$ cat src/rtl/vga_pkg.sv
// Shared types and sizing for the blink-RAM controller.
// Pure declarations: no latency, no flow control.
package vga_pkg;

    typedef enum logic [2:0] {
        IDLE     = 3'd0,
        RD_WAIT1 = 3'd1,
        RD_WAIT2 = 3'd2,
        ACK      = 3'd3,
        FILL     = 3'd4
    } state_t;

    localparam int BLINKRAM_DEPTH  = 300;
    localparam int BLINKRAM_ADDR_W = 9;

endpackage

$ cat src/rtl/blink_timer.sv
// Free-running blink divider: phase toggles every BLINK_DIV cycles, starts at 1.
// No handshake; runs every cycle.
module blink_timer #(
    parameter int BLINK_DIV = 25000000
) (
    input  logic clk,
    input  logic rst,
    output logic phase
);
    localparam int CW = (BLINK_DIV > 1) ? $clog2(BLINK_DIV) : 1;

    logic [CW-1:0] cnt_q;
    logic          wrap;

    assign wrap = (cnt_q == CW'(BLINK_DIV - 1));

    always_ff @(posedge clk or posedge rst) begin
        if (rst) begin
            cnt_q <= '0;
            phase <= 1'b1;
        end else if (wrap) begin
            cnt_q <= '0;
            phase <= ~phase;
        end else begin
            cnt_q <= cnt_q + 1'b1;
        end
    end
endmodule

$ cat src/rtl/blink_ram_ctrl.sv
// Arbitrates CPU byte access and whole-RAM fill onto the blink-RAM port; write ack 1 cycle, read ack 3 cycles after accept.
// CPU stalls (no ack) while a fill is pending or running; blink timer only built with BLINK_RAM_CTRL_TIMER_EN.
module blink_ram_ctrl
    import vga_pkg::*;
#(
    parameter int DEPTH     = BLINKRAM_DEPTH,
    parameter int ADDR_W    = BLINKRAM_ADDR_W,
    parameter int BLINK_DIV = 25000000
) (
    input  logic              sysclk_i,
    input  logic              rst_i,
    input  logic              cpu_req_i,
    input  logic              cpu_we_i,
    input  logic [ADDR_W-1:0] cpu_addr_i,
    input  logic [7:0]        cpu_wdata_i,
    output logic              cpu_ack_o,
    output logic [7:0]        cpu_rdata_o,
    input  logic              fill_start_i,
    input  logic [7:0]        fill_value_i,
    output logic              fill_busy_o,
    output logic              fill_done_o,
    output logic [ADDR_W-1:0] blinkram_addr_o,
    output logic [7:0]        blinkram_data_o,
    output logic              blinkram_wren_o,
    input  logic [7:0]        blinkram_data_i,
    output logic              blink_phase_o
);
    state_t            state_q, state_d;
    logic              pending_q;
    logic [7:0]        fill_val_q;
    logic [ADDR_W-1:0] fill_addr_q;
    logic              rd_oob_q;
    logic [7:0]        rdata_q;
    logic              done_q;

    logic fill_accept, fill_now, fill_last, cpu_oob, rd_accept;

    // A start arriving in IDLE goes straight to FILL so it wins over a same-cycle CPU request.
    assign fill_accept = fill_start_i && !pending_q && (state_q != FILL);
    assign fill_now    = pending_q || fill_accept;
    assign fill_last   = (fill_addr_q == ADDR_W'(DEPTH - 1));
    assign cpu_oob     = (int'(cpu_addr_i) >= DEPTH);
    assign rd_accept   = (state_q == IDLE) && !fill_now && cpu_req_i && !cpu_we_i;

    always_comb begin
        state_d         = state_q;
        blinkram_addr_o = '0;
        blinkram_data_o = '0;
        blinkram_wren_o = 1'b0;
        case (state_q)
            IDLE: begin
                if (fill_now) begin
                    state_d = FILL;
                end else if (cpu_req_i) begin
                    blinkram_addr_o = cpu_addr_i;
                    if (cpu_we_i) begin
                        blinkram_data_o = cpu_wdata_i;
                        blinkram_wren_o = !cpu_oob;
                        state_d         = ACK;
                    end else begin
                        state_d = RD_WAIT1;
                    end
                end
            end
            RD_WAIT1: state_d = RD_WAIT2;
            RD_WAIT2: state_d = ACK;
            ACK:      state_d = IDLE;
            FILL: begin
                blinkram_addr_o = fill_addr_q;
                blinkram_data_o = fill_val_q;
                blinkram_wren_o = 1'b1;
                if (fill_last) state_d = IDLE;
            end
            default:  state_d = IDLE;
        endcase
    end

    always_ff @(posedge sysclk_i or posedge rst_i) begin
        if (rst_i) begin
            state_q     <= IDLE;
            pending_q   <= 1'b0;
            fill_val_q  <= '0;
            fill_addr_q <= '0;
            rd_oob_q    <= 1'b0;
            rdata_q     <= '0;
            done_q      <= 1'b0;
        end else begin
            state_q <= state_d;
            if (fill_accept) fill_val_q <= fill_value_i;
            if ((state_q == IDLE) && fill_now) pending_q <= 1'b0;
            else if (fill_accept)              pending_q <= 1'b1;
            if (state_q == FILL) fill_addr_q <= fill_last ? '0 : fill_addr_q + 1'b1;
            done_q <= (state_q == FILL) && fill_last;
            if (rd_accept) rd_oob_q <= cpu_oob;
            // RAM returns data two cycles after the address, i.e. during RD_WAIT2.
            if (state_q == RD_WAIT2) rdata_q <= rd_oob_q ? 8'h00 : blinkram_data_i;
        end
    end

    assign cpu_ack_o   = (state_q == ACK);
    assign cpu_rdata_o = rdata_q;
    assign fill_busy_o = pending_q || (state_q == FILL);
    assign fill_done_o = done_q;

`ifdef BLINK_RAM_CTRL_TIMER_EN
    blink_timer #(
        .BLINK_DIV (BLINK_DIV)
    ) u_blink_timer (
        .clk   (sysclk_i),
        .rst   (rst_i),
        .phase (blink_phase_o)
    );
`else
    assign blink_phase_o = 1'b1;
`endif
endmodule

$ cat config.mk
export PLATFORM = sky130hd
export DESIGN_NAME = blink_ram_ctrl
export DESIGN_NICKNAME = d
export VERILOG_FILES = /design/src/rtl/vga_pkg.sv /design/src/rtl/blink_timer.sv /design/src/rtl/blink_ram_ctrl.sv
export SDC_FILE = /design/constraint.sdc
export NUM_CORES = 1
export LEC_CHECK = 0
export CORE_UTILIZATION = 38
export CTS_BUF_LIST = sky130_fd_sc_hd__clkbuf_16
export DETAILED_ROUTE_END_ITERATION = 10
export PLACE_DENSITY = 0.78
export SLEW_MARGIN = 20
export SYNTH_ARGS = -nofsm -noshare
export SYNTH_HDL_FRONTEND = slang
export SYNTH_SLANG_ARGS = --single-unit
$ cat constraint.sdc
create_clock -name sysclk_i -period 1.9 [get_ports sysclk_i]
set_clock_uncertainty 0.15 [all_clocks]
set_input_delay 0.38 -clock sysclk_i [delete_from_list [all_inputs] [get_ports sysclk_i]]
set_output_delay 0.38 -clock sysclk_i [all_outputs]
set_load 0.1 [all_outputs]
; Yosys cells after proc, flatten, opt, wreduce, memory -nomap -nowiden
; Index checks and enable logic that the tools add are counted.
[classes]
add_sub_neg = 1
n_lt_le_gt_ge = 1
eq_ne = 8
n_mux = 20
n_reduce_logical = 16
[ops]
columns = cell, n
row1 = 8-bit two-way mux, 4
row2 = 9-bit two-way mux, 3
row3 = 9-bit one-hot mux with 2 select lines, 1
row4 = 8-bit one-hot mux with 2 select lines, 1
row5 = 3-bit one-hot mux with 4 select lines, 1
row6 = 9-bit by 1-bit adder with 9-bit output (second input constant), 1
row7 = 9-bit == test (second input constant), 1
row8 = 9-bit >= comparator (second input constant), 1
row9 = 3-bit two-way mux, 3
row10 = 1-bit logical AND, 7
row11 = 3-bit by 2-bit == test with 1-bit output (second input constant), 2
row12 = 3-bit inequality test (second input constant), 2
row13 = 1-bit two-way mux, 5
row14 = 1-bit logical NOT, 4
row15 = 3-bit by 1-bit == test with 1-bit output (second input constant), 1
row16 = 3-bit == test (second input constant), 1
row17 = 3-bit logical NOT, 1
row18 = 1-bit logical OR, 2
row19 = 2-bit two-way mux, 1
row20 = 2-bit inequality test (second input constant), 1
row21 = 1-bit one-hot mux with 2 select lines, 1
row22 = 2-bit AND reduction, 1
row23 = 2-bit nonzero test, 1
[word_totals]
ff_bits = 31
in_bits = 38
output_inout_bits = 30
word_cells = 53

; Depth between registers and ports, before layout
; Gate-level depths: netlist of the first run.
[logic_depth]
word_depth = 8
mapped_depth = 6
mapped_depth_nobuf = 5

; Worst setup path after synthesis of the first run
; Ideal clock, no wire load.
[synth_timing]
kind = register -> output
startpoint = reg state_q[0]
endpoint = out blinkram_addr_o[5]
arrival_time_ns = 2.840
t_required_ns = 1.370
setup_slack_ns = -1.470
path_stages_with_launch = 4
path_buffers = 0
cell_sequence = dfrtp_1 nor2_1 nand2_1 o21ai_0
[synth_via]
elab_chain_cells = 5
word_cells_on_any_way = 7
cone_classes = 2 x eq/ne / 2 x mux / 3 x reduce/logical
[synth_lines]
columns = item, line_no
row1 = "start, declared", blink_ram_ctrl.sv:28  ; state_t state_q, state_d;
row2 = "start signal, assigned", blink_ram_ctrl.sv:88  ; state_q <= state_d;
row3 = 3-bit inequality test, blink_ram_ctrl.sv:39  ; assign fill_accept = fill_start_i && !pending_q && (state_q != FILL);
row4 = 1-bit logical AND, blink_ram_ctrl.sv:39
row5 = 1-bit logical OR, blink_ram_ctrl.sv:40  ; assign fill_now = pending_q || fill_accept;
row6 = 9-bit two-way mux, blink_ram_ctrl.sv:52  ; if (fill_now) begin
row7 = 9-bit one-hot mux with 2 select lines *, blink_ram_ctrl.sv:50  ; case (state_q)
row8 = "end, declared", blink_ram_ctrl.sv:22  ; output logic [ADDR_W-1:0] blinkram_addr_o,
; Mark *: on every way between the ends. The rest lies on a longest branch, timed or not.

; Final worst setup path of the first run
[layout_timing]
startpoint = reg state_q[0]
endpoint = out blinkram_wren_o
[layout_via]
elab_chain_cells = 5
word_cells_on_any_way = 7
cone_classes = 2 x eq/ne / 2 x mux / 3 x reduce/logical
[layout_lines]
columns = item, line_no
row1 = 3-bit inequality test, blink_ram_ctrl.sv:39
row2 = 1-bit logical AND, blink_ram_ctrl.sv:39
row3 = 1-bit logical OR, blink_ram_ctrl.sv:40
row4 = 1-bit two-way mux, blink_ram_ctrl.sv:52
row5 = 1-bit one-hot mux with 2 select lines *, blink_ram_ctrl.sv:50
row6 = "end, declared", blink_ram_ctrl.sv:24  ; output logic blinkram_wren_o,
; Marks and branches as above.

==> results.yml, run 1 <==
run_status:
  run_status: "finished, violations left"
  failed_checks: "negative setup slack"
grt:
  grt_pass1_wl_um: 7980
  grt.overflow.total: 0
  grt_pass1_vias: 1720
  antenna_found_initial: 0
  grtUsageTotal: 0.243
  grt_max_degree: 32
clock_tree:
  cts_tree: "done"
  clk_latency_ns: 0.27
  clk_pin_slew_ns: 0.05
  cts_hold_buf: 0
  cts_made_buffers: 5
  cts_buffer_depth: 2
  clkSinkCount: 31
  cts_root_buffer: "clkbuf_16"
  htreeDepth: 2
timing:
  fmax_ghz: 0.459
  fin_crit_sh: 1.15
  maxSlewViolCount: 0
  fin_crit_ns: 2.18
  setup_violations: 27
  rsz0062_at_grt: "true"
  hold_violations: 0
  setup_slack_ns: -0.280
setup_path:
  reg2reg_to: "fill_val_q[1]"
  rrSetupSlack_ns: -0.12
  required_ns: 1.37
  end_kind: "output port"
  cp-start-kind: "flip-flop"
  crit_arrival_ns: 1.65
  r2r_start: "state_q[2]"
  rr_worst_depth: 7
  crit_type: "reg2out"
  critPathMaxFanout: 8
synth:
  synth_warnings: 0
  ys_ff_latch: 31
  syn-num-nets: 202
  syn_avg_cell_area_um2: 9.94
  ys_seq_area_frac: 0.479
  syn_inst: 163
  synth_edf_count: 0
  ys.flop_type: "dfrtp_1"
  synth_area_um2: 1620
  yosysUniqueCellTypes: 39
  async_flop_share: 1.00
flow_run:
  maxCapViolations: 0
floorplanning:
  die_width_um: 67.3
  io_pins: 68
  core_area_um2: 4060
  initial_core_util: 0.399
  die_y_um: 67.3
  num_rows: 23
  dieArea_um2: 4530
route:
  drc_errors: 0
  drtPass1Iterations: 4
  wire_per_inst_um: 16.5
  drt_wl_total_um: 5130
  postRouteAntennaNets: 0
  viasPerCell: 5.32
  dr_total_vias: 1655
  drt_iter0_drc: 159
placement:
  dp_hpwl_um: 3560
  port_buffers: 66
  gp_congestion: 0.857
  dpl.cell_count: 297
finish:
  fin_nets: 299
  drive_above_1_share: 0.406
  syn_to_final_growth_pct: 98.3
  final_cells: 311
  final_util: 0.792
  n_antenna_cell: 0
power_and_ir_drop:
  power.density_nw_per_um2: 1870
  ir_worst_vdd_uv: 1630
  power.leakage_nw: 1.49
  total_power_mw: 6.02
worst_hold_path:
  hold_class: "in2async"
## area by class of cell
| type | count | area, um^2 |
|---|---|---|
| repair buffers | 98 | 1220 |
| multi-input cells | 120 | 1000 |
| fillers | 226 | 845 |
| flip-flops and latches | 31 | 776 |
| clock buffers | 5 | 125 |
| well taps | 50 | 62.6 |
| inverters | 4 | 15.0 |
| clock inverters | 3 | 11.3 |
## synth_stat cells, types with 2 or more instances
cell	number	area share
a22o_1	13	0.070
and3_1	3	0.012
o21ai_0	13	0.040
a21oi_1	8	0.025
or2_2	2	0.0077
o31ai_1	3	0.014
nor3_1	2	0.0062
a21o_1	2	0.0093
nand3_1	6	0.019
clkbuf_1	2	0.0046
nand2_1	21	0.049
dfrtp_1	31	0.48
nand4_1	3	0.012
nand2b_1	8	0.031
nor3b_1	2	0.0093
buf_2	3	0.0093
mux2_2	8	0.056
xnor2_1	3	0.016
nor2_1	6	0.014
buf_4	2	0.0093
inv_1	4	0.0093
## layout by cell type (no fill, tap or decap), types with 2 or more instances in the layout
cell / netlist / layout
inv_1: 4 / 5
clkinv_1: 0 / 2
and3_1: 3 / 2
buf_4: 2 / 24
o21ai_0: 13 / 12
o31ai_1: 3 / 3
dlygate4sd2_1: 0 / 6
nand4_1: 3 / 3
nand3_1: 6 / 6
clkdlybuf4s50_1: 0 / 31
buf_12: 0 / 30
a21oi_1: 8 / 6
xnor2_1: 3 / 3
a22o_4: 0 / 14
clkbuf_16: 0 / 5
nand2_1: 21 / 19
dfrtp_1: 31 / 31
a21oi_4: 0 / 2
mux2_2: 8 / 7
buf_6: 0 / 7
nand2b_1: 8 / 8
nor3b_4: 0 / 2
nor2_1: 6 / 5
## repair_timing
item / 4_1_cts / 5_1_grt
setup buffers: 4 / 3
gates resized for setup: 19 / 4
pin swaps: 11 / 13
setup endpoints to repair: 19 / 19
## how the worst max path moves through the flow
stage	from	endpoint	slack, ns	cells after the start
final	state_q[0]	blinkram_wren_o	-0.28	6
after global routing	state_q[0]	blinkram_wren_o	-0.32	6
after CTS	state_q[0]	blinkram_data_o[1]	-0.25	6
after detailed placement	fill_start_i	blinkram_addr_o[5]	-0.41	7
after global placement	fill_start_i	blinkram_addr_o[5]	-0.36	7
after floorplan	state_q[0]	blinkram_addr_o[5]	-0.19	3
## critical path: stages (launching register included)
cell     delay (ns)
dfrtp_1        0.39
nor3_2         0.19
buf_4          0.16
and3_4         0.20
buf_12         0.13
a21o_4         0.13
buf_12         0.16
## where the power goes
group / total, mW / internal [mW] / leakage (nW) / switching, mW
Clock: 0.730 / 0.470 / 0.0701 / 0.260
Combinational: 4.06 / 1.62 / 1.04 / 2.44
Sequential: 1.22 / 0.930 / 0.373 / 0.294
Total: 6.02 / 3.02 / 1.49 / 3.00
## through the flow
stage	instance area [um^2]	setup TNS, ns	worst slack (ns)	hold WS [ns]
final	3210	-5.28	-0.280	0.359
after global routing	3210	-6.69	-0.324	0.366
after CTS	3180	-4.18	-0.246	0.357
after detailed placement	2990	-6.95	-0.412	0.352
after global placement	2990	-6.28	-0.356	0.343
after floorplan	1790	-0.338	-0.189	0.326
## registers in the layout, indices dropped and copies added, names as in the netlist
| register | cells |
|---|---|
| rd_oob_q | 1 |
| fill_val_q | 8 |
| fill_addr_q | 9 |
| state_q | 3 |
| pending_q | 1 |
| fill_done_o | 1 |
| cpu_rdata_o | 8 |
## metal layers
layer	global-route usage	share of wire
met1	0.280	0.40
met2	0.431	0.55
met3	0.0591	0.041
met4	0.0931	0.012
met5	0	0
## kinds of logic (layout without fill, tap and decap cells)
group / Yosys count / in the layout / share of synthesized area
and+or+nand+nor: 64 / 64 / 0.225
AOI/OAI and AO/OA: 43 / 43 / 0.179
DFF: 31 / 31 / 0.479
buffers and inverters: 12 / 110 / 0.0355
muxes: 8 / 8 / 0.0556
xor gates and xnor gates: 3 / 3 / 0.0162
adders and majority gates: 1 / 1 / 0.00772
other: 1 / 1 / 0.00231
No activity file was read; power rests on OpenSTA's default activity.
==> run 2: changes to the inputs <==
--- a/config.mk
+++ b/config.mk
@@ -5,10 +5,13 @@
 export SDC_FILE = /design/constraint.sdc
 export NUM_CORES = 1
 export LEC_CHECK = 0
-export CORE_UTILIZATION = 38
+export CELL_PAD_IN_SITES_DETAIL_PLACEMENT = 0
+export CELL_PAD_IN_SITES_GLOBAL_PLACEMENT = 1
+export CORE_UTILIZATION = 33
 export CTS_BUF_LIST = sky130_fd_sc_hd__clkbuf_16
 export DETAILED_ROUTE_END_ITERATION = 10
-export PLACE_DENSITY = 0.78
+export GPL_ROUTABILITY_DRIVEN = 0
+export PLACE_DENSITY = 0.87
 export SLEW_MARGIN = 20
 export SYNTH_ARGS = -nofsm -noshare
 export SYNTH_HDL_FRONTEND = slang
==> constraint.sdc (replaced) <==
create_clock -name sysclk_i -period 2.7 [get_ports sysclk_i]
set_clock_uncertainty 0.15 [all_clocks]
set_input_delay 0.54 -clock sysclk_i [delete_from_list [all_inputs] [get_ports sysclk_i]]
set_output_delay 0.54 -clock sysclk_i [all_outputs]
set_load 0.1 [all_outputs]
==> run 2 against run 1 <==
The run now ends clean. Combinational power is 38% lower. Clock-buffer cell count unchanged. Final cell count shrank 2.3%. Non-clock buffer count decreased by 24. Sequential power down 33%. Sequential cell count unchanged. Utilization shrank 21 points. Total power down 36%. Critical endpoint is now blinkram_addr_o[2]. Highest routed layer unchanged.
==> results.yml, run 2 (synthesis results as in run 1) <==
timing:
  rsz0062_at_grt: "false"
  fmax_ghz: 0.380
  hold_violations: 0
  fin_crit_sh: 0.974
  fin_crit_ns: 2.63
  setup-tns-final_ns: 0
  whs_ns: 0.328
  setup_violations: 0
  maxSlewViolCount: 0
clock_tree:
  cts_setup_buffers: 0
  cts_tree: "done"
  clk_pin_slew_ns: 0.05
  cts_hold_buf: 0
  htreeDepth: 2
  clk_latency_ns: 0.27
  cts_buffer_depth: 2
  clkSinkCount: 31
  cts_root_buffer: "clkbuf_16"
  postCtsResizedCells: 0
  cts_made_buffers: 5
finish:
  top_register: "fill_addr_q"
  fin_nets: 275
  largest_reg_flops: 9
  final_util: 0.579
  regArea_um2: 776
  syn_to_final_growth_pct: 68.8
  final_cell_mix: "clkdlybuf4s50_1 (37), dfrtp_1 (31), nand2_1 (21)"
  n_fill_cell: 399
  drive_above_1_share: 0.312
  final_area_um2: 2740
  final_common_cell: "clkdlybuf4s50_1"
  multi_input_area_um2: 835
  n_antenna_cell: 0
floorplanning:
  initial_core_util: 0.343
  dieArea_um2: 5190
  num_rows: 25
  io_pins: 68
  die_width_um: 72.1
  die_y_um: 72.1
  core_area_um2: 4720
placement:
  place_area_um2: 2590
  dp_hpwl_um: 3120
  port_buffers: 66
setup_path:
  path_cells: "clkdlybuf4s50_1 > nor3b_2 > buf_4 > and2_1 > buf_4 > a22o_2 > buf_12"
  cp_slowest_cell: "clkdlybuf4s50_1"
  rrSetupSlack_ns: 0.63
  crit_type: "in2out"
  r2r_start: "state_q[2]"
  cpLargestDelayFamily: "buffers and inverters"
  end_kind: "output port"
  reg2reg_to: "fill_val_q[6]"
  required_ns: 2.01
  rr_worst_depth: 5
  crit_arrival_ns: 1.94
  worst-path-buf-inv: 4
  cp_slowest_stage_delay_ns: 0.49
  critPathMaxFanout: 8
  worst_path_most_repeated_cell: "buf_4"
  cp-start-kind: "primary input"
route:
  wire_per_inst_um: 13.8
  postRouteAntennaNets: 0
  viasPerCell: 4.94
  drt_iter0_drc: 109
  drt_wl_total_um: 4200
  drc_errors: 0
  drtPass1Iterations: 4
  dr_total_vias: 1502
run_status:
  run_status: "finished clean"
worst_hold_path:
  hold_class: "reg2reg"
  hold_depth: 2
  hold_end: "cpu_rdata_o[7]"
  hp-start: "cpu_rdata_o[7]"
grt:
  grt.overflow.total: 0
  grtUsageTotal: 0.171
  grt_pass1_vias: 1388
  antenna_found_initial: 0
  grt_pass1_wl_um: 6730
  grt_max_degree: 32
power_and_ir_drop:
  power.density_nw_per_um2: 1400
  ir_worst_vdd_uv: 597
  power.leakage_nw: 1.23
flow_run:
  maxCapViolations: 0
run 2: cell count changes in the layout (fill, tap and decap cells not counted), sizes merged:
cell	previous run	this run
buf	61	37
dlygate4sd2	6	0
clkdlybuf4s50	31	37
run 2: worst register-to-register path: stages (launching register included):
cell	delay, ns
dfrtp_1	0.48
nor3b_2	0.21
buf_4	0.21
or2_2	0.37
nor2_8	0.18
mux2_2	0.36
run 2: worst max-delay path by stage:
stage / cells after the start / endpoint / startpoint / slack [ns]
floorplan: 4 / blinkram_wren_o / cpu_req_i / 0.006
global placement: 7 / blinkram_wren_o / cpu_req_i / 0.02
detailed placement: 7 / blinkram_wren_o / cpu_req_i / 0.001
CTS: 7 / blinkram_wren_o / cpu_req_i / 0.005
global route: 7 / blinkram_addr_o[2] / fill_start_i / 0.01
finish: 7 / blinkram_addr_o[2] / fill_start_i / 0.07
run 2: area by class of cell:
class,instances,area share
clock buffer,5,0.0457
clock inverter,3,0.00412
inverter,4,0.00549
multi-input combinational,120,0.305
sequential,31,0.284
tap,67,0.0306
timing repair buffer,74,0.325
run 2: layer usage:
layer  routed length (um)  up-vias  track usage
met4                   61        0       0.0654
li1                     -      733            -
met1                 1890      713        0.216
met2                 2010       52        0.271
met5                    0        -            0
met3                  232        4       0.0569
run 2: power breakdown:
| part | total [mW] | internal (mW) | switching, mW |
|---|---|---|---|
| clock network | 0.516 | 0.330 | 0.186 |
| logic | 2.50 | 0.846 | 1.66 |
| registers | 0.820 | 0.653 | 0.167 |
run 2: per-stage QoR:
step | cells | total power [mW] | setup WS [ns]
4_1_cts | 304 | 3.87 | 0.00463
5_1_grt | 304 | 3.98 | 0.00997
2_1_floorplan | 163 | 2.49 | 0.00642
3_5_place_dp | 296 | 3.34 | 0.00130
6_report | 304 | 3.84 | 0.0693
3_3_place_gp | 296 | 3.32 | 0.0223
==> run 3: changes to the inputs <==
--- a/config.mk
+++ b/config.mk
@@ -7,6 +7,7 @@
 export LEC_CHECK = 0
 export CELL_PAD_IN_SITES_DETAIL_PLACEMENT = 0
 export CELL_PAD_IN_SITES_GLOBAL_PLACEMENT = 1
+export CORE_ASPECT_RATIO = 0.6
 export CORE_UTILIZATION = 33
 export CTS_BUF_LIST = sky130_fd_sc_hd__clkbuf_16
 export DETAILED_ROUTE_END_ITERATION = 10
==> run 3 against run 2 <==
Fmax up 0.38%. Die area is 0.18% higher. Global-route usage up 1.2 points. Via count fell by 1.5%. Utilization grew 0.88 points. Critical path type unchanged. Hold slack improved by 0.0023 ns. Register-to-register slack got worse by 0.05 ns. Largest power group unchanged. Non-clock buffer count unchanged. Critical path depth did not move. Total power up 0.65%.
==> results.yml, run 3 (synthesis results as in run 1) <==
run_status:
  run_status: "finished clean"
placement:
  port_buffers: 66
  dpl_worst_slack_ns: -0.0606
  dp_hpwl_um: 3380
  place_area_um2: 2580
floorplanning:
  io_pins: 68
  dieArea_um2: 5200
  num_rows: 19
  die_y_um: 56.3
  initial_core_util: 0.350
  die_width_um: 92.5
  core_area_um2: 4640
clock_tree:
  cts_buffer_depth: 2
  htreeDepth: 2
  cts_root_buffer: "clkbuf_16"
  cts_setup_buffers: 0
  clkSinkCount: 31
  cts_tree: "done"
  clk_latency_ns: 0.27
  cts_made_buffers: 5
  clk_pin_slew_ns: 0.05
setup_path:
  cp_slowest_cell: "clkdlybuf4s50_1"
  rr_worst_depth: 5
  cpLargestDelayFamily: "buffers and inverters"
  r2r_start: "state_q[2]"
  crit_arrival_ns: 1.93
  path_cells: "clkdlybuf4s50_1 > nor3b_1 > buf_4 > buf_4 > nand3b_1 > a21oi_4 > buf_12"
  required_ns: 2.01
  startpoint: "cpu_req_i"
  cp_slowest_stage_delay_ns: 0.44
  worst_path_most_repeated_cell: "buf_4"
  rrSetupSlack_ns: 0.58
  worst-path-buf-inv: 4
  critPathMaxFanout: 4
  crit_type: "in2out"
  end_kind: "output port"
  cp-start-kind: "primary input"
  reg2reg_to: "fill_val_q[4]"
  crit_cells: 7
power_and_ir_drop:
  power.leakage_nw: 1.22
  power_switching_mw: 2.03
  power.density_nw_per_um2: 1420
  total_power_mw: 3.87
  p_comb_frac: 0.651
  ir_worst_vdd_uv: 922
  p_int_mw: 1.83
  swShare: 0.526
  seq_power_share: 0.216
  clkPwrFrac: 0.133
finish:
  final_cell_mix: "clkdlybuf4s50_1 (37), dfrtp_1 (31), nand2_1 (21)"
  largest_reg_flops: 9
  top_register: "fill_addr_q"
  syn_to_final_growth_pct: 68.2
  final_common_cell: "clkdlybuf4s50_1"
  fin_nets: 275
  n_antenna_cell: 0
  drive_above_1_share: 0.322
  final_area_um2: 2730
route:
  dr_total_vias: 1479
  viasPerCell: 4.95
  drc_errors: 0
  drt_wl_total_um: 4440
  wire_per_inst_um: 14.8
  drt_iter0_drc: 70
  drtPass1Iterations: 4
  postRouteAntennaNets: 0
timing:
  fmax_ghz: 0.382
  fin_crit_sh: 0.971
  setup_slack_ns: 0.0792
  maxSlewViolCount: 0
  fin_crit_ns: 2.62
  hold_violations: 0
  rsz0062_at_grt: "false"
  setup_violations: 0
  setup-tns-final_ns: 0
grt:
  antenna_found_initial: 0
  grtUsageTotal: 0.183
  grt.overflow.total: 0
  grt_max_degree: 32
  grt_pass1_wl_um: 7200
  grt_pass1_vias: 1452
flow_run:
  maxCapViolations: 0
worst_hold_path:
  hold_end: "cpu_rdata_o[4]"
  hold_class: "reg2reg"
  hold_depth: 2
  hp-start: "cpu_rdata_o[4]"
-- run 3: stage by stage --
step	std cells	hold WS, ns	utilization
2_1_floorplan	163	0.329	-
3_3_place_gp	292	0.316	0.558
3_5_place_dp	292	0.326	0.558
4_1_cts	299	0.337	0.587
5_1_grt	299	0.371	0.588
6_report	299	0.330	0.588
-- run 3: worst max-delay path by stage --
stage | endpoint | slack (ns)
after floorplan | blinkram_wren_o | 0.006
after global placement | blinkram_data_o[2] | -0.05
after detailed placement | blinkram_data_o[7] | -0.06
after CTS | blinkram_data_o[7] | 0.03
after global routing | blinkram_addr_o[5] | 0.03
final | blinkram_addr_o[3] | 0.08
-- run 3: per-layer routing --
| layer | wire, um | share of wire | vias up | track usage |
|---|---|---|---|---|
| met4 | 21 | 0.0047 | 0 | 0.0402 |
| met5 | 0 | 0 | - | 0 |
| met1 | 2240 | 0.50 | 700 | 0.274 |
| met2 | 1850 | 0.42 | 49 | 0.253 |
| met3 | 331 | 0.075 | 3 | 0.0610 |
| li1 | - | - | 727 | - |
-- run 3: cell type report --
cell class	count	area, um^2
Tap cell	63	78.8
Timing Repair Buffer	74	886
Multi-Input combinational cell	120	836
Clock buffer	5	125
Fill cell	405	1910
Clock inverter	2	8.76
Sequential cell	31	776
Inverter	4	15.0
-- run 3: tightest hold or removal path, stage by stage, from the launching register on --
cell and delay [ns]:
dfrtp_1 0.34, nand2_1 0.05, o21ai_0 0.06
-- run 3: power by group through the flow --
stage	registers (mW)	logic (mW)	clock network (mW)
3_5_place_dp	0.838	2.53	0
4_1_cts	0.835	2.53	0.522
2_1_floorplan	1.22	1.27	0
3_3_place_gp	0.836	2.50	0
5_1_grt	0.866	2.60	0.547
6_report	0.836	2.52	0.512
-- run 3: repair_timing --
action | in CTS | in global routing
setup endpoints to repair | 16 | 3
resized for setup | 2 | 1
hold buffers | 0 | 0
hold endpoints to repair | 0 | 0
